<file path="config.mk">
export PLATFORM = sky130hd
export DESIGN_NAME = impulse_counter_array_flat
export DESIGN_NICKNAME = d
export VERILOG_FILES = /design/src/rtl/impulse_counter_array_if.sv /design/src/rtl/impulse_counter_array.sv /design/src/flat_wrapper.sv
export SDC_FILE = /design/constraint.sdc
export NUM_CORES = 1
export LEC_CHECK = 0
export BUFFER_PORTS_ARGS = -buffer_cell sky130_fd_sc_hd__buf_2
export CORE_MARGIN = 8
export CORE_UTILIZATION = 25
export CTS_CLUSTER_SIZE = 25
export DETAILED_ROUTE_END_ITERATION = 7
export GPL_ROUTABILITY_DRIVEN = 0
export SLEW_MARGIN = 0
export SYNTH_ARGS = -nofsm -noshare
export SYNTH_HDL_FRONTEND = slang
export SYNTH_SLANG_ARGS = --single-unit
</file>
<file path="constraint.sdc">
create_clock -name clk -period 11.8 [get_ports clk]
set_clock_uncertainty 0.2 [all_clocks]
set_input_delay 0.59 -clock clk [delete_from_list [all_inputs] [get_ports clk]]
set_output_delay 0.59 -clock clk [all_outputs]
set_load 0.1 [all_outputs]
</file>
<file path="src/rtl/impulse_counter_array_if.sv">
// impulse_counter_array_if: channel/RTC inputs and serial readout outputs of the impulse counter array.
interface impulse_counter_array_if #(
   parameter int N_CH   = 8,
   parameter int ADDR_W = 4
);
   logic [N_CH-1:0]   ch;
   logic              rtc;
   logic              serial_out;
   logic              sl_out;
   logic [ADDR_W-1:0] addr_out;
   logic              ovf_global;
   logic              ovf_rtc;
   logic              busy;
   modport master (output ch, rtc, input serial_out, sl_out, addr_out, ovf_global, ovf_rtc, busy);
   modport slave  (input ch, rtc, output serial_out, sl_out, addr_out, ovf_global, ovf_rtc, busy);
endinterface

</file>
<file path="src/rtl/impulse_counter_array.sv">
// impulse_counter_array: N-channel edge counters, RTC-gated snapshot, serial MSB-first readout.
// Define IMPCNT_SATURATE_EN to make counters saturate at all-ones instead of wrapping.
module impulse_counter_array #(
   parameter int N_CH   = 8,
   parameter int CNT_W  = 16,
   parameter int ADDR_W = 4
) (
   input logic clk,
   input logic reset,
   impulse_counter_array_if.slave bus
);
   localparam int BW = $clog2(CNT_W);
   typedef enum logic [1:0] {IDLE, LOAD, SHIFT} state_t;
   state_t                state;
   logic [N_CH-1:0]       ch_s1, ch_s2, ch_d, ch_edge, ovf;
   logic                  rtc_s1, rtc_s2, rtc_d, rtc_edge, snap;
   logic [CNT_W-1:0]      cnt [N_CH];
   logic [N_CH*CNT_W-1:0] shadow;
   logic [CNT_W-1:0]      shreg;
   logic [ADDR_W-1:0]     idx;
   logic [BW-1:0]         bitcnt;
   assign ch_edge  = ch_s2 & ~ch_d;
   assign rtc_edge = rtc_s2 & ~rtc_d;
   assign snap     = rtc_edge && state == IDLE;
   always_ff @(posedge clk or posedge reset) begin
      if (reset) begin
         {ch_s1, ch_s2, ch_d} <= '0;
         {rtc_s1, rtc_s2, rtc_d} <= '0;
      end else begin
         ch_s1  <= bus.ch;
         ch_s2  <= ch_s1;
         ch_d   <= ch_s2;
         rtc_s1 <= bus.rtc;
         rtc_s2 <= rtc_s1;
         rtc_d  <= rtc_s2;
      end
   end
   // An edge coinciding with the snapshot counts into the new window.
   always_ff @(posedge clk or posedge reset) begin
      if (reset) begin
         for (int i = 0; i < N_CH; i++) cnt[i] <= '0;
         ovf            <= '0;
         shadow         <= '0;
         bus.ovf_global <= 1'b0;
         bus.ovf_rtc    <= 1'b0;
      end else begin
         if (snap) bus.ovf_global <= |ovf;
         if (rtc_edge && state != IDLE) bus.ovf_rtc <= 1'b1;
         for (int i = 0; i < N_CH; i++) begin
            if (snap) begin
               shadow[i*CNT_W +: CNT_W] <= cnt[i];
               cnt[i] <= CNT_W'(ch_edge[i]);
               ovf[i] <= 1'b0;
            end else if (ch_edge[i]) begin
               ovf[i] <= ovf[i] | (&cnt[i]);
`ifdef IMPCNT_SATURATE_EN
               cnt[i] <= (&cnt[i]) ? cnt[i] : cnt[i] + CNT_W'(1);
`else
               cnt[i] <= cnt[i] + CNT_W'(1);
`endif
            end
         end
      end
   end
   always_ff @(posedge clk or posedge reset) begin
      if (reset) begin
         state          <= IDLE;
         idx            <= '0;
         bitcnt         <= '0;
         shreg          <= '0;
         bus.sl_out     <= 1'b0;
         bus.serial_out <= 1'b0;
         bus.addr_out   <= '0;
         bus.busy       <= 1'b0;
      end else begin
         case (state)
            IDLE: if (rtc_edge) begin
               state        <= LOAD;
               idx          <= '0;
               bus.sl_out   <= 1'b1;
               bus.addr_out <= '0;
               bus.busy     <= 1'b1;
            end
            LOAD: begin
               shreg          <= shadow[int'(idx)*CNT_W +: CNT_W] << 1;
               bus.serial_out <= shadow[int'(idx)*CNT_W + CNT_W - 1];
               bus.sl_out     <= 1'b0;
               bitcnt         <= '0;
               state          <= SHIFT;
            end
            SHIFT: if (bitcnt == BW'(CNT_W - 1)) begin
               bus.serial_out <= 1'b0;
               if (idx == ADDR_W'(N_CH - 1)) begin
                  state        <= IDLE;
                  bus.addr_out <= '0;
                  bus.busy     <= 1'b0;
               end else begin
                  state        <= LOAD;
                  idx          <= idx + ADDR_W'(1);
                  bus.addr_out <= idx + ADDR_W'(1);
                  bus.sl_out   <= 1'b1;
               end
            end else begin
               bus.serial_out <= shreg[CNT_W-1];
               shreg          <= shreg << 1;
               bitcnt         <= bitcnt + BW'(1);
            end
            default: state <= IDLE;
         endcase
      end
   end
endmodule

</file>
<file path="src/flat_wrapper.sv">
// flat-port wrapper written by rule: the top's interface ports become plain ports
module impulse_counter_array_flat 
#(
   parameter int N_CH   = 8,
   parameter int CNT_W  = 16,
   parameter int ADDR_W = 4
)
  (clk, reset, bus_ch, bus_rtc, bus_serial_out, bus_sl_out, bus_addr_out, bus_ovf_global, bus_ovf_rtc, bus_busy);
  impulse_counter_array_if #(.N_CH(N_CH), .ADDR_W(ADDR_W)) bus_i ();
  input logic clk;
  input logic reset;
  input wire logic [$bits(bus_i.ch)-1:0] bus_ch;
  input wire logic [$bits(bus_i.rtc)-1:0] bus_rtc;
  output wire logic [$bits(bus_i.serial_out)-1:0] bus_serial_out;
  output wire logic [$bits(bus_i.sl_out)-1:0] bus_sl_out;
  output wire logic [$bits(bus_i.addr_out)-1:0] bus_addr_out;
  output wire logic [$bits(bus_i.ovf_global)-1:0] bus_ovf_global;
  output wire logic [$bits(bus_i.ovf_rtc)-1:0] bus_ovf_rtc;
  output wire logic [$bits(bus_i.busy)-1:0] bus_busy;
  assign bus_i.ch = bus_ch;
  assign bus_i.rtc = bus_rtc;
  assign bus_serial_out = bus_i.serial_out;
  assign bus_sl_out = bus_i.sl_out;
  assign bus_addr_out = bus_i.addr_out;
  assign bus_ovf_global = bus_i.ovf_global;
  assign bus_ovf_rtc = bus_i.ovf_rtc;
  assign bus_busy = bus_i.busy;
  impulse_counter_array #(.N_CH(N_CH), .CNT_W(CNT_W), .ADDR_W(ADDR_W)) u_core (.clk(clk), .reset(reset), .bus(bus_i));
endmodule
</file>
### Word-level counts from Yosys, hierarchy flattened

Index checks and enable logic that the tools add are counted.

* flip-flop bits (word level): 326
* input port bits: 11
* memory bits (writable): 0
* memories: 0
* ROM bits: 0
* word-level logic and storage cells: 157
* bits in latches: 0
* output and inout bits: 9

* order comparisons: 1
* shifts and indexed selects: 1
* div/mod/pow operators: 0
* reduce and logical (&&, ||, !) cells: 30
* eq/ne operators: 9
* multiplexer cells: 59
* multiply operators: 0
* bitwise logic cells: 12
* add/subtract/negate cells: 12

Operator list (number)
* $mux W16: 17
* $add A16 B1 Y16 const B: 8
* $reduce_and A16 Y1: 8
* $shiftx A128 B9 Y15: 1
* $lt A32 B9 Y1 const B: 1
* $pmux W16 S2: 1
* $sub A32 B2 Y32 const B: 1
* $mux W1: 25
* $mux W4: 6
* $pmux W4 S2: 3
* $reduce_bool A2 Y1: 11
* $reduce_and A4 Y1: 3
* $add A8 B5 Y9 const B: 1
* $add A4 B1 Y4 const B: 2
* $and A8 B8 Y8: 1
* $not A8 Y8: 1
* $or A1 B1 Y1: 8
* $reduce_or A8 Y1: 1
* $bmux W1 S7: 1
* $ne A2 B1 Y1 const B: 3
* $pmux W2 S3: 1
* $eq A4 B3 Y1 const B: 1
* $eq A4 B4 Y1 const B: 1
* $mux W2: 2
* 12 further kinds: 16

### Longest topological paths before layout

Gate-level depths: netlist of the first run.

* depth after elaboration: 6
* depth in mapped cells: 8
* mapped depth without buffers: 6

### Worst setup path after synthesis of the first run

OpenSTA, ideal clock, no wires.

* kind: register -> register
* start: register u_core.cnt[80] in the netlist's numbering
* end: register u_core.cnt[92] in the netlist's numbering
* path slack: 9.736 ns
* period minus slack after synthesis: 2.064 ns
* required time: 11.522 ns
* data arrival time: 1.786 ns
* setup time: 0.078 ns
* stages on the path, launching flop included: 7
* path buffers: 1
* cells stage by stage: dfrtp_1 ha_1 nand3b_1 or4_1 buf_2 or3_1 a21oi_1

* cells in the longest elaborated chain, start to end: 3

RTL lines
* from (decl): RTL line impulse_counter_array.sv:17 `logic [CNT_W-1:0] cnt [N_CH];`
* from (signal, indexed assignment): RTL line impulse_counter_array.sv:52 `cnt[i] <= CNT_W'(ch_edge[i]);`
* from (signal, indexed assignment): RTL line impulse_counter_array.sv:59 `cnt[i] <= cnt[i] + CNT_W'(1);`
* $add A16 B1 Y16: RTL line impulse_counter_array.sv:59
* $mux W16: RTL line impulse_counter_array.sv:54 `end else if (ch_edge[i]) begin`
* $mux W16: RTL line impulse_counter_array.sv:50 `if (snap) begin`

Every way passes these cells. The select of a mux whose other input is x is not followed.
A chain may end at the register's enable or synchronous reset.

### Worst setup path after layout of the first run

* start: register u_core.state[1]
* end: register u_core.cnt[62] in the netlist's numbering

* cells in the longest elaborated chain, start to end: 3
* elaborated cells on any way between the ends: 4
* classes of those cells: mux (1); reduce/logical (3)

RTL lines
* from (decl): RTL line impulse_counter_array.sv:14 `state_t state;`
* from (signal assigned): RTL line impulse_counter_array.sv:67 `state <= IDLE;`
* from (signal assigned): RTL line impulse_counter_array.sv:78 `state <= LOAD;`
* from (signal assigned): RTL line impulse_counter_array.sv:89 `state <= SHIFT;`
* $logic_not A2 Y1 *: RTL line impulse_counter_array.sv:24 `assign snap = rtc_edge && state == IDLE;`
* $logic_and A1 B1 Y1 *: RTL line impulse_counter_array.sv:24
* $mux W16 / $reduce_bool A2 Y1 (equally long branches)

Mark *: on every way between the ends. The rest lies on a longest branch, timed or not.

==> results of run 1 <==
-- worst max-delay path, stage by stage (launching register included) --
cell,delay (ps)
dfrtp_1,390
inv_1,110
ha_1,320
and3b_4,800
buf_4,780
nor2_1,70
a41o_1,260
-- per-layer routing --
metal / up-vias / GRT usage, % / share of wire, %
met5: - / 0 / 0
met4: 0 / 3.00 / 2.4
met3: 58 / 1.90 / 4.8
met2: 196 / 16.7 / 47
met1: 5461 / 14.0 / 46
li1: 5153 / - / -
-- power groups by stage --
stage | registers [mW] | logic [mW] | clock network (mW)
after floorplan | 1.41 | 0.375 | 0
after global placement | 1.41 | 0.510 | 0
after detailed placement | 1.41 | 0.530 | 0
after CTS | 1.39 | 0.535 | 1.17
after global routing | 1.41 | 0.598 | 1.22
final | 1.39 | 0.529 | 1.14
-- through the flow --
step | hold slack (ps) | instances | setup WS (ps) | instance area [µm²]
2_1_floorplan | 131 | 1520 | 2010 | 14700
5_1_grt | 6.18 | 2320 | 8430 | 16800
3_5_place_dp | 135 | 2248 | 8230 | 15600
3_3_place_gp | 135 | 2248 | 8280 | 15600
6_report | 17.1 | 2320 | 8640 | 16800
4_1_cts | 0.177 | 2319 | 8640 | 16800
-- logic make-up (layout without fill, tap and decap cells) --
kind of cell / after synthesis / after routing / share of synthesized area (%)
AO/OA/AOI/OAI: 186 / 186 / 7.56
XOR/XNOR: 85 / 85 / 5.06
adder cells (fa/ha/maj): 14 / 14 / 1.19
buffers and inverters: 102 / 128 / 2.70
flip-flops: 325 / 325 / 55.3
multiplexers: 59 / 59 / 5.25
other: 0 / 1 / 0
AND/OR/NAND/NOR: 749 / 749 / 23.0
-- sequential cells by signal (all words and copies together), names as in the netlist --
| register | flops |
|---|---|
| u_core.ch_s2 | 8 |
| u_core.bus.ovf_rtc | 1 |
| u_core.bus.ovf_global | 1 |
| u_core.ovf | 8 |
| u_core.cnt | 128 |
| u_core.bus.busy | 1 |
| u_core.ch_d | 8 |
| u_core.ch_s1 | 8 |
| u_core.state | 2 |
| u_core.bus.addr_out | 4 |
| u_core.bus.sl_out | 1 |
| u_core.bitcnt | 4 |
| u_core.rtc_s2 | 1 |
| u_core.bus.serial_out | 1 |
| u_core.shadow | 128 |
| u_core.rtc_d | 1 |
| u_core.shreg | 15 |
| u_core.idx | 4 |
| u_core.rtc_s1 | 1 |
-- synth_stat cells, types with 23 or more instances --
master | count | area share (%)
inv_1 | 26 | 0.66
a21oi_1 | 59 | 2.0
clkbuf_1 | 52 | 1.3
nor3_1 | 35 | 1.2
nand3_1 | 33 | 1.1
nand2_1 | 426 | 11
o21ai_0 | 64 | 2.2
dfrtp_1 | 325 | 55
nand4_1 | 28 | 1.2
xor2_1 | 29 | 1.7
mux2i_1 | 40 | 2.7
nor2_1 | 107 | 2.7
xnor2_1 | 56 | 3.3
or3_1 | 23 | 0.98
-- final cells by class --
class	instances	area share (%)
antenna	1	0.0149
clock buffer	57	6.54
clock inverter	8	0.602
inverter	26	0.624
multi-input combinational	1093	36.7
sequential	325	48.3
tap	773	5.74
timing repair buffer	37	1.46
-- final timing paths --
path                                   endpoint  slack [ps]
worst max-delay path             u_core.cnt[62]        8640
worst min-delay path              u_core.rtc_s1          20
worst max register to register   u_core.cnt[62]        8640
worst min register to register  u_core.ch_s2[2]         140
max in group asynchronous       u_core.ch_s2[0]        8940
min in group clk                u_core.ch_s1[7]          20
==> results by stage, run 1 <==
Status:
- The run finished with clean final reports.

Layout:
- Across the whole layout, storage elements account for 8140 µm².
- The multi-input combinational cells in the finished layout cover a total of 6190 µm².
- In the final layout, the share of cells above drive strength 1 is under 10%.
- At the end of the flow, the number of nets in the layout was 1,545.
- The layout-stage area growth over the synthesis result is 14.5%.
- The leading cell type in the layout, fill and taps excluded is nand2_1.
- Measured on the finished design, the core utilization comes to roughly 29%.
- In the layout the commonest cells are 426 x nand2_1, 323 x dfrtp_1, 107 x nor2_1, 63 x o21ai_0, 59 x a21oi_1.
- The number of fill cells is ~6,100.

Critical path:
- The number of cells on the worst reg-to-reg path is 6.
- Of all nets on the critical path, the largest fanout is 83.
- The worst setup path category is reg -> reg.
- The launch point of the critical path is u_core.state[1].
- The endpoint class of the critical path is a register.
- The kind of start point of the critical path is a register.
- For the worst setup path, the data required time is roughly 12,000 ps.
- The worst register-to-register path begins at u_core.state[1].
- The critical path arrival is between 3000 and 4000 ps.

Power:
- Summed over all cells, the static leakage comes to about 7.6 nW.
- The maximum ir drop on the vdd rail is 0.000105 V.
- After layout, the design draws a total of 3.07 mW.
- Internal power comes to roughly 2.1 mW.
- The share of total power dissipated in sequential elements is 45.5%.
- The power density over cell area is approximately 180 nW/µm².
- The clock network power share is a little under two fifths.
- The total net switching power is between 0.9 and 1 mW.
- The switching part of the total power is between 30% and 40%.
- The combinational cell fraction of total power is 17.3%.

CTS:
- The clock reaches the later pin of the worst-skew pair after 530 ps.
- The H-tree was split into 2 levels.
- The count of hold buffers inserted by post-cts repair is 6.
- For this design, the sink count on the clock tree is about 330.
- The tree is rooted in a clkbuf_16.
- The buffers inserted during post-CTS setup optimization is 0.
- The longest clock path from root to sink contains 3 buffers.
- In this run, CTS created clock tree buffers numbering 37.
- The CTS tree is done.
- After clock tree synthesis, the clock-pin slew on the worst setup and hold paths is 60 ps.
- In this run, post-CTS repair resized a total of 0 instances.

Timing:
- The worst pin sits at a relative slew slack of between 30% and 40%.
- The final hold violation count was 0.
- After layout, the worst path uses a little over a quarter of the clock period.
- The number of pins exceeding their max-slew limit in the final report came to 0.
- The worst path needs ~3200 ps of the cycle, external delays included.
- Setup violations remaining at the end of the flow were counted as 0.
- The timing-limited maximum frequency is ~320 MHz.
- For the pin with the worst max-slew slack, the measured transition is 1000 ps.
- Setup repair after global routing left no endpoint under its margin.
- Setup total negative slack on the finished layout was measured at 0 ps.

Routing:
- The number of antenna-violating nets in the routed design is 0.
- In the routed design, unresolved DRC markers number 0.
- The total wire length after detailed routing is ~35 mm.
- The total number of vias is 10,868.
- The first TritonRoute pass finished after 5 iterations.
- Dividing the detail-routed via count by the number of cells gives about 4.7.
- The routed wirelength normalized by instance count is around 15 µm.
- After the first detailed-routing iteration, the DRC count stood at 790.

Synth:
- The number of different library cells used by synthesis comes to about 60.
- Averaged over all synthesized cells, the footprint is 9.68 µm².
- The total of flip-flops plus latches after synthesis is roughly 330.
- After synthesis, the share of flip-flops with an asynchronous set or reset is between 90% and 100%.
- For this run, the number of Yosys warnings is 0.
- Counting every instance in the synthesized netlist gives ~1,500.
- Summing every instance area after synthesis gives between 10,000 and 15,000 µm².
- The main flop type after synthesis is dfrtp_1.
- The number of enable-type register cells in the synthesized netlist is 0.
- Of the synthesized area, sequential elements account for roughly 55%.
- The synthesized netlist net count is around 1,500.

Die:
- The floorplan has a little under 90 rows.
- 20 I/O pins were placed.
- The die area is ~67,000 µm².
- The area inside the core boundary is around 59,000 µm².
- The x dimension of the die is roughly 260 µm.
- The initial core utilization is around 25%.
- In this run the vertical extent of the chip is about 260 µm.

Worst hold path:
- The kind of path behind the tightest hold check is in -> async.

Run:
- Max-cap violations in this run came to 0.

Global routing:
- The number of antenna violations at the first check in global routing is 1.
- The global-route usage over all layers is approximately a tenth.
- The via count of the first global-routing pass is about 11,000.
- For this run the aggregate overflow at the end of global routing stands at 0.
- The largest net degree at the start of global routing is 110.
- The first global-routing pass estimated 57.5 mm of wire.

Placement:
- The placed wire-length estimate after detailed placement is 22.9 mm.
- During placement, the flow inserted port buffers numbering 19.
(Power assumes the default switching activity.)
==> run 2, diff against run 1 <==
==> constraint.sdc (replaced) <==
create_clock -name clk -period 2.8 [get_ports clk]
set_clock_uncertainty 0.2 [all_clocks]
set_input_delay 0.14 -clock clk [delete_from_list [all_inputs] [get_ports clk]]
set_output_delay 0.14 -clock clk [all_outputs]
set_load 0.1 [all_outputs]
==> results by stage, run 2 (synthesis gave the netlist of run 1 again) <==
Critical path:
- The cell with the largest stage delay on the worst path is ha_1 (was and3b_4).
- The count of buffer and inverter cells on the critical path is 2 (unchanged).
- The worst setup path category is reg -> reg (unchanged).
- Crit path cell chain: inv_1, ha_1, inv_1, o22ai_1, o21ai_0, o21ai_0 (was inv_1, ha_1, and3b_4, buf_4, nor2_1, a41o_1).
- The largest fanout on the critical path is 21 (was 83).
- The kind of cell with the highest combined delay on the critical path is compound AO/OA/AOI/OAI gates (was buffers and inverters).
- The data required time at the worst endpoint is 3040 ps (was 12,020 ps).
- The kind of start point of the critical path is a register (unchanged).
- The delay of the slowest cell on the worst path is 590 ps (was 800 ps).
- The endpoint class of the critical path is a register (unchanged).
- The critical path arrival was 2730 ps (was 3370 ps).

Timing:
- The fraction of the cycle the final worst path needs is 89.0% (was 26.8%).
- The number of setup violations in the final report is 0 (unchanged).
- The timing-limited maximum frequency is 401 MHz (was 317 MHz).
- The slew of the pin with the lowest slew margin is 828 ps (was 1000 ps).
- RSZ-0062 raised after global routing: false (unchanged).
- The final hold violation count is 0 (unchanged).
- The time the final worst path needs with I/O delays and setup is 2490 ps (was 3160 ps).
- The relative slew slack is 44.8% (was 32.7%).
- The number of pins exceeding their max-slew limit in the final report is 0 (unchanged).

Routing:
- The vias per cell is 4.64 (was 4.68).
- The routed wirelength normalized by instance count came to 15.0 µm (about the same).
- The first-iteration detailed-routing DRC count is 728 (was 790).
- The total number of vias is 10,802 (was 10,868).
- The number of antenna-violating nets in the routed design is 0 (unchanged).
- The count of TritonRoute iterations in the first routing pass is 5 (unchanged).
- The total wire length after detailed routing is 34.8 mm (was 34.7 mm).
- The detailed-route DRC error count is 0 (unchanged).

Power:
- The maximum ir drop on the vdd rail is 0.000493 V (was 0.000105 V).
- The power after layout is 12.7 mW (was 3.07 mW).
- The power density over cell area is 747 nW/µm² (was 182 nW/µm²).
- The leakage power was 7.65 nW (was 7.58 nW).

Layout:
- Largest registers in the final layout: u_core.cnt: 128 flops, u_core.shadow: 128 flops, u_core.shreg: 15 flops (unchanged).
- The count of inserted antenna diode cells is 0 (was 1).
- The number of fill cells is 6,155 (was 6,137).
- Top library cells by usage in the layout, fill and taps aside: 426 x nand2_1, 323 x dfrtp_1, 107 x nor2_1, 63 x o21ai_0, 59 x a21oi_1 (unchanged).
- The leading cell type in the layout, fill and taps excluded was nand2_1 (unchanged).
- The final net count is 1,557 (was 1,545).
- The layout-stage area growth over the synthesis result is 15.6% (was 14.5%).
- The post-route cell area was 17,000 µm² (was 16,800 µm²).
- The ratio of cells with drive above 1 in the final layout is 8.24% (was 7.83%).
- The final core utilization is 29.0% (was 28.8%).

Status:
- Outcome: complete, no violations (unchanged).

CTS:
- The number of CTS-inserted buffers came to 36 (was 37).
- The level count of the clock H-tree came to 2 (unchanged).
- The clock sink count is 325 (unchanged).
- The CTS tree was done (unchanged).
- The worst-skew pair later-pin latency was 520 ps (was 530 ps).
- The cell at the root of the clock tree was clkbuf_16 (unchanged).
- The clock transition at the register clock pins on the worst setup and hold paths after CTS is 60 ps (about the same).
- The deepest clock path buffer count is 3 (unchanged).

Global routing:
- The largest net degree at the start of global routing is 100 (was 110).
- The number of antenna violations at the first check in global routing is 0 (was 1).
- The global-route usage over all layers is 10.4% (was 10.3%).
- The first-pass GRT wire length is 57.9 mm (was 57.5 mm).
- The total grt overflow is 0 (unchanged).
- The via count of the first global-routing pass is 10,604 (was 10,685).

Run:
- The reported max-cap violation count is 0 (unchanged).

Die:
- The initial core utilization was 25.1% (unchanged).
- The x dimension of the die is 259 µm (unchanged).
- The number of top-level design ports came to 20 (unchanged).
- The row count was 89 (unchanged).
- The height of the die is 259 µm (unchanged).
- The die area is 66,900 µm² (unchanged).
- The area inside the core boundary is 58,600 µm² (unchanged).

Placement:
- The placed wire-length estimate after detailed placement is 23.8 mm (was 22.9 mm).
- The total of buffers placed on input and output ports is 19 (unchanged).
- The placed cell area is 15,800 µm² (was 15,600 µm²).

Worst hold path:
- The kind of path behind the tightest hold check is in -> async (unchanged).
## run 2: changes by cell type in the layout (fill, tap and decap cells not counted), moves of 2 or more
cell,change
buf_12,+11
inv_6,+2
clkbuf_1,-4
dlygate4sd3_1,+4
buf_4,-2
## run 2: repair_timing
action / in CTS / in global routing
setup buffers: 0 / 0
hold buffers: 10 / 0
endpoints found under the hold margin: 242 / 0
gates resized for setup: 0 / 0
## run 2: metal layers
layer	vias to the layer above	track usage, %	wire, µm
met5	-	0	0
met4	0	3.30	881
met3	50	2.30	1700
met2	203	16.3	16100
met1	5372	14.3	16100
li1	5177	-	-
## run 2: final timing paths
check,start,to,slack [ps],cells past startpoint
worst max-delay path,u_core.state[0],u_core.bus.busy,310,6
worst min-delay path,reset,u_core.shadow[89],30,3
worst max register to register,u_core.state[0],u_core.bus.busy,310,6
worst min register to register,u_core.ch_s1[5],u_core.ch_s2[5],150,0
max in group asynchronous,reset,u_core.idx[2],1480,4
min in group clk,bus_rtc,u_core.rtc_s1,70,2
## run 2: where the power goes
| group | total [mW] | switching [mW] | internal (mW) |
|---|---|---|---|
| clock | 4.54 | 1.85 | 2.69 |
| combinational | 2.25 | 1.47 | 0.783 |
| sequential | 5.90 | 0.586 | 5.31 |
| total | 12.7 | 3.91 | 8.79 |
## run 2: final cells by class
type / instances / area (µm²) / share of cell area, %
Clock buffer: 51 / 1050 / 6.17
Clock inverter: 8 / 72.6 / 0.427
Inverter: 26 / 101 / 0.596
Multi-Input combinational cell: 1093 / 6190 / 36.4
Sequential cell: 325 / 8140 / 47.9
Tap cell: 773 / 967 / 5.69
Timing Repair Buffer: 50 / 490 / 2.88
## run 2: tightest hold or removal path, delay by kind of cell
kind,cells,cell delay [ps]
buffers and inverters,3,1050
## run 2: through the flow
stage,instances,setup WS (ps),hold WS [ps],TNS [ps]
2_1_floorplan,1520,-1880,-28.6,-609940
3_3_place_gp,2257,411,33.6,0
3_5_place_dp,2257,354,36.2,0
4_1_cts,2326,341,26.1,0
5_1_grt,2326,96.5,55.2,0
6_report,2326,308,26.3,0
==> run 3, diff against run 2 <==
--- a/config.mk
+++ b/config.mk
@@ -5,9 +5,11 @@
 export SDC_FILE = /design/constraint.sdc
 export NUM_CORES = 1
 export LEC_CHECK = 0
+export ABC_AREA = 1
 export BUFFER_PORTS_ARGS = -buffer_cell sky130_fd_sc_hd__buf_2
 export CORE_MARGIN = 8
 export CORE_UTILIZATION = 25
+export CTS_CLUSTER_DIAMETER = 100
 export CTS_CLUSTER_SIZE = 25
 export DETAILED_ROUTE_END_ITERATION = 7
 export GPL_ROUTABILITY_DRIVEN = 0
==> results by stage, run 3 <==
Status:
- Outcome: complete, no violations (unchanged).

Critical path:
- The length in cells of the worst reg-to-reg path was 7 (was 6).
- The cell with the largest stage delay on the worst path is dfrtp_1 (was ha_1).
- The timing endpoint of the critical path was u_core.bus.busy (unchanged).
- The worst setup path category is reg -> reg (unchanged).
- The delay of the slowest cell on the worst path is 420 ps (was 590 ps).
- The beginning of the worst register-to-register path is u_core.state[0] (unchanged).
- The largest fanout on the critical path came to 36 (was 21).
- The data required time at the worst endpoint was 3060 ps (was 3040 ps).
- The endpoint class of the critical path is a register (unchanged).
- The worst setup slack for register-to-register paths is 510 ps (was 310 ps).
- The endpoint of the lowest-slack register-to-register path is u_core.bus.busy (unchanged).
- Crit path cell chain: inv_1, ha_1, nand3_4, inv_2, buf_4, a21oi_1, a31oi_1 (was inv_1, ha_1, inv_1, o22ai_1, o21ai_0, o21ai_0).
- The launch point of the critical path is u_core.state[0] (unchanged).
- The critical path arrival was 2550 ps (was 2730 ps).
- The kind of start point of the critical path is a register (unchanged).

Routing:
- The total number of vias is 12,920 (was 10,802).
- The first-iteration detailed-routing DRC count is 975 (was 728).
- The total wire length after detailed routing is 38.8 mm (was 34.8 mm).
- The count of TritonRoute iterations in the first routing pass is 5 (unchanged).
- The detailed-route DRC error count came to 0 (unchanged).
- The vias per cell came to 4.32 (was 4.64).
- The number of antenna-violating nets in the routed design is 0 (unchanged).
- The routed wirelength normalized by instance count came to 12.9 µm (was 15.0 µm).

Die:
- The height of the die is 270 µm (was 259 µm).
- The x dimension of the die came to 270 µm (was 259 µm).
- The number of top-level design ports is 20 (unchanged).
- The die area is 72,800 µm² (was 66,900 µm²).
- The initial core utilization is 25.1% (about the same).
- The row count is 93 (was 89).
- The area inside the core boundary is 64,100 µm² (was 58,600 µm²).

Synth:
- The most numerous cell in the Yosys netlist is nand2_1 (unchanged).
- Synth top area cells: dfrtp_1 51%, nand2_1 14%, inv_1 6.9%, nand3_1 5.5%, o21ai_1 4.2% (was dfrtp_1 55%, nand2_1 11%, xnor2_1 3.3%, nor2_1 2.7%, mux2i_1 2.7%).
- Top cells by instance count after synthesis: 612 x nand2_1, 325 x dfrtp_1, 297 x inv_1, 176 x nand3_1, 176 x nor2_1 (was 426 x nand2_1, 325 x dfrtp_1, 107 x nor2_1, 64 x o21ai_0, 59 x a21oi_1).
- The synthesis warning total came to 0 (unchanged).
- The distinct cell type count of the synthesized netlist came to 33 (was 59).
- The mean post-synth cell area is 7.56 µm² (was 9.68 µm²).
- The number of enable-type register cells in the synthesized netlist is 0 (unchanged).
- The synthesized instance count was 2,129 (was 1,520).
- The synthesized netlist net count was 2,154 (was 1,545).
- The main flop type after synthesis was dfrtp_1 (unchanged).
- The cell area after synthesis came to 16,100 µm² (was 14,700 µm²).
- The largest area contributor in the netlist was dfrtp_1 (unchanged).
- The post-synthesis async set-or-reset flop share is 100% (unchanged).
- The area share of the largest cell type after synthesis came to 50.5% (was 55.3%).
- The total of flip-flops plus latches after synthesis came to 325 (unchanged).
- The sequential fraction of the synthesis area is 50.5% (was 55.3%).

Timing:
- The final hold violation count is 0 (unchanged).
- The slew of the pin with the lowest slew margin is 715 ps (was 828 ps).
- The final worst hold slack is 47.1 ps (was 26.3 ps).
- RSZ-0062 raised after global routing: false (unchanged).
- The timing-limited maximum frequency came to 436 MHz (was 401 MHz).
- The relative slew slack is 52.3% (was 44.8%).
- The final-layout setup total negative slack was 0 ps (unchanged).
- The number of setup violations in the final report is 0 (unchanged).
- The fraction of the cycle the final worst path needs is 81.9% (was 89.0%).
- The number of pins exceeding their max-slew limit in the final report was 0 (unchanged).
- The time the final worst path needs with I/O delays and setup is 2290 ps (was 2490 ps).

Placement:
- The placed cell area is 17,300 µm² (was 15,800 µm²).
- The total of buffers placed on input and output ports was 19 (unchanged).
- The number of placed instances, taps included is 2,961 (was 2,257).
- The placed wire-length estimate after detailed placement came to 27.7 mm (was 23.8 mm).

Layout:
- The leading cell type in the layout, fill and taps excluded is nand2_1 (unchanged).
- The layout-stage area growth over the synthesis result was 10.8% (was 15.6%).
- The footprint of the flip-flops and latches is 8130 µm² (was 8140 µm²).
- The number of fill cells is 6,886 (was 6,155).
- The ratio of cells with drive above 1 in the final layout is 6.31% (was 8.24%).
- The final net count is 2,161 (was 1,557).
- The total area of multi-input combinational cells came to 6450 µm² (was 6190 µm²).
- Top library cells by usage in the layout, fill and taps aside: 612 x nand2_1, 324 x dfrtp_1, 296 x inv_1, 176 x nor2_1, 176 x nand3_1 (was 426 x nand2_1, 323 x dfrtp_1, 107 x nor2_1, 63 x o21ai_0, 59 x a21oi_1).
- The final core utilization is 27.8% (was 29.0%).
- Largest registers in the final layout: u_core.cnt: 128 flops, u_core.shadow: 128 flops, u_core.shreg: 15 flops (unchanged).
- The post-route cell area is 17,800 µm² (was 17,000 µm²).
- The count of inserted antenna diode cells is 0 (unchanged).
- The count of non-filler cells in the finished layout is 2,994 (was 2,326).

Power:
- The switching part of the total power is 37.0% (was 30.8%).
- The total internal power is 7.37 mW (was 8.79 mW).
- The clock network power share came to 23.2% (was 35.8%).
- The power density over cell area is 655 nW/µm² (was 747 nW/µm²).
- The maximum ir drop on the vdd rail is 0.000444 V (was 0.000493 V).
- The combinational cell fraction of total power is 28.7% (was 17.8%).
- The sequential share of power was 48.2% (was 46.5%).
- The leakage power came to 8.28 nW (was 7.65 nW).
- The total net switching power was 4.33 mW (was 3.91 mW).

CTS:
- The clock sink count is 325 (unchanged).
- The buffers inserted during post-CTS setup optimization is 0 (unchanged).
- The worst-skew pair later-pin latency is 530 ps (was 520 ps).
- The level count of the clock H-tree is 1 (was 2).
- The CTS tree is done (unchanged).
- The cell at the root of the clock tree is clkbuf_16 (unchanged).
- The deepest clock path buffer count was 3 (unchanged).
- The clock transition at the register clock pins on the worst setup and hold paths after CTS is 100 ps (was 60 ps).
- The number of CTS-inserted buffers is 17 (was 36).

Global routing:
- The number of antenna violations at the first check in global routing is 0 (unchanged).
- The first-pass GRT wire length is 64.9 mm (was 57.9 mm).
- The largest net degree at the start of global routing is 88 (was 100).
- The total grt overflow is 0 (unchanged).
- The global-route usage over all layers is 10.5% (was 10.4%).
- The via count of the first global-routing pass came to 12,314 (was 10,604).

Run:
- The reported max-cap violation count came to 0 (unchanged).

Worst hold path:
- The kind of path behind the tightest hold check is in -> reg (was in -> async).
## run 3: cell types whose count changed in the layout (fill, tap and decap cells not counted), sizes merged, moves of 14 or more
| cell | before | now |
|---|---|---|
| a21oi | 59 | 100 |
| clkbuf | 51 | 18 |
| inv | 27 | 314 |
| mux2i | 40 | 0 |
| mux4 | 14 | 0 |
| nand2 | 426 | 628 |
| nand3 | 36 | 178 |
| nor2 | 107 | 195 |
| nor4 | 16 | 0 |
| o21ai | 65 | 209 |
| or3 | 24 | 0 |
| xnor2 | 56 | 2 |
| xor2 | 29 | 1 |
## run 3: final cells by class
cell class | instances | area share, %
clock buffers | 18 | 2.40
clock inverters | 4 | 0.182
inverters | 314 | 6.63
multi-input cells | 1418 | 36.2
flip-flops and latches | 325 | 45.6
well taps | 855 | 5.99
repair buffers | 60 | 3.04
## run 3: stage by stage
step                      total power, mW  worst slack, ps
after floorplan                      8.19            -1880
after global placement               9.01              563
after detailed placement             9.04              524
after CTS                            11.8              492
after global routing                 12.5              317
final                                11.7              507
## run 3: kinds of logic after synthesis
kind of cell             after synthesis  share of synthesized area, %
AND/OR/NAND/NOR                     1078                          28.3
buffers and inverters                386                          9.45
flip-flops                           325                          50.5
AO/OA/AOI/OAI                        323                          10.5
adder cells (fa/ha/maj)               14                          1.09
XOR/XNOR                               3                         0.163
## run 3: worst min-delay path by stage
stage / from / endpoint / slack [ps] / cells after the start
after floorplan: bus_ch[0] / u_core.ch_s1[0] / -30 / 0
after global placement: reset / u_core.cnt[78] / -2 / 2
after detailed placement: reset / u_core.cnt[78] / -9 / 2
after CTS: bus_rtc / u_core.rtc_s1 / 30 / 2
after global routing: bus_rtc / u_core.rtc_s1 / 40 / 2
final: bus_rtc / u_core.rtc_s1 / 50 / 2
## run 3: critical path, delay by kind of cell, from the launching register on
family	cells	cell delay [ps]
buffers and inverters	3	680
AOI/OAI and AO/OA	2	270
adders and majority gates	1	290
DFF	1	420
and+or+nand+nor	1	340
## run 3: routing by layer
layer  up-vias  wire (µm)  track usage (%)
met3        27       1680             1.70
met1      5969      19300             15.4
li1       6705          -                -
met2       219      17300             16.6
met4         0        466             1.50
met5         -          0                0
## run 3: timing repair
action | CTS | global route
gates resized for setup | 0 | 0
endpoints found under the hold margin | 334 | 0
hold buffers | 11 | 0
## run 3: power by group through the flow
stage          registers (mW)  clock network, mW  logic, mW
2_1_floorplan            5.77                  0       2.42
3_5_place_dp             5.72                  0       3.33
3_3_place_gp             5.71                  0       3.30
6_report                 5.63               2.71       3.35
4_1_cts                  5.63               2.83       3.35
5_1_grt                  5.70               2.99       3.79
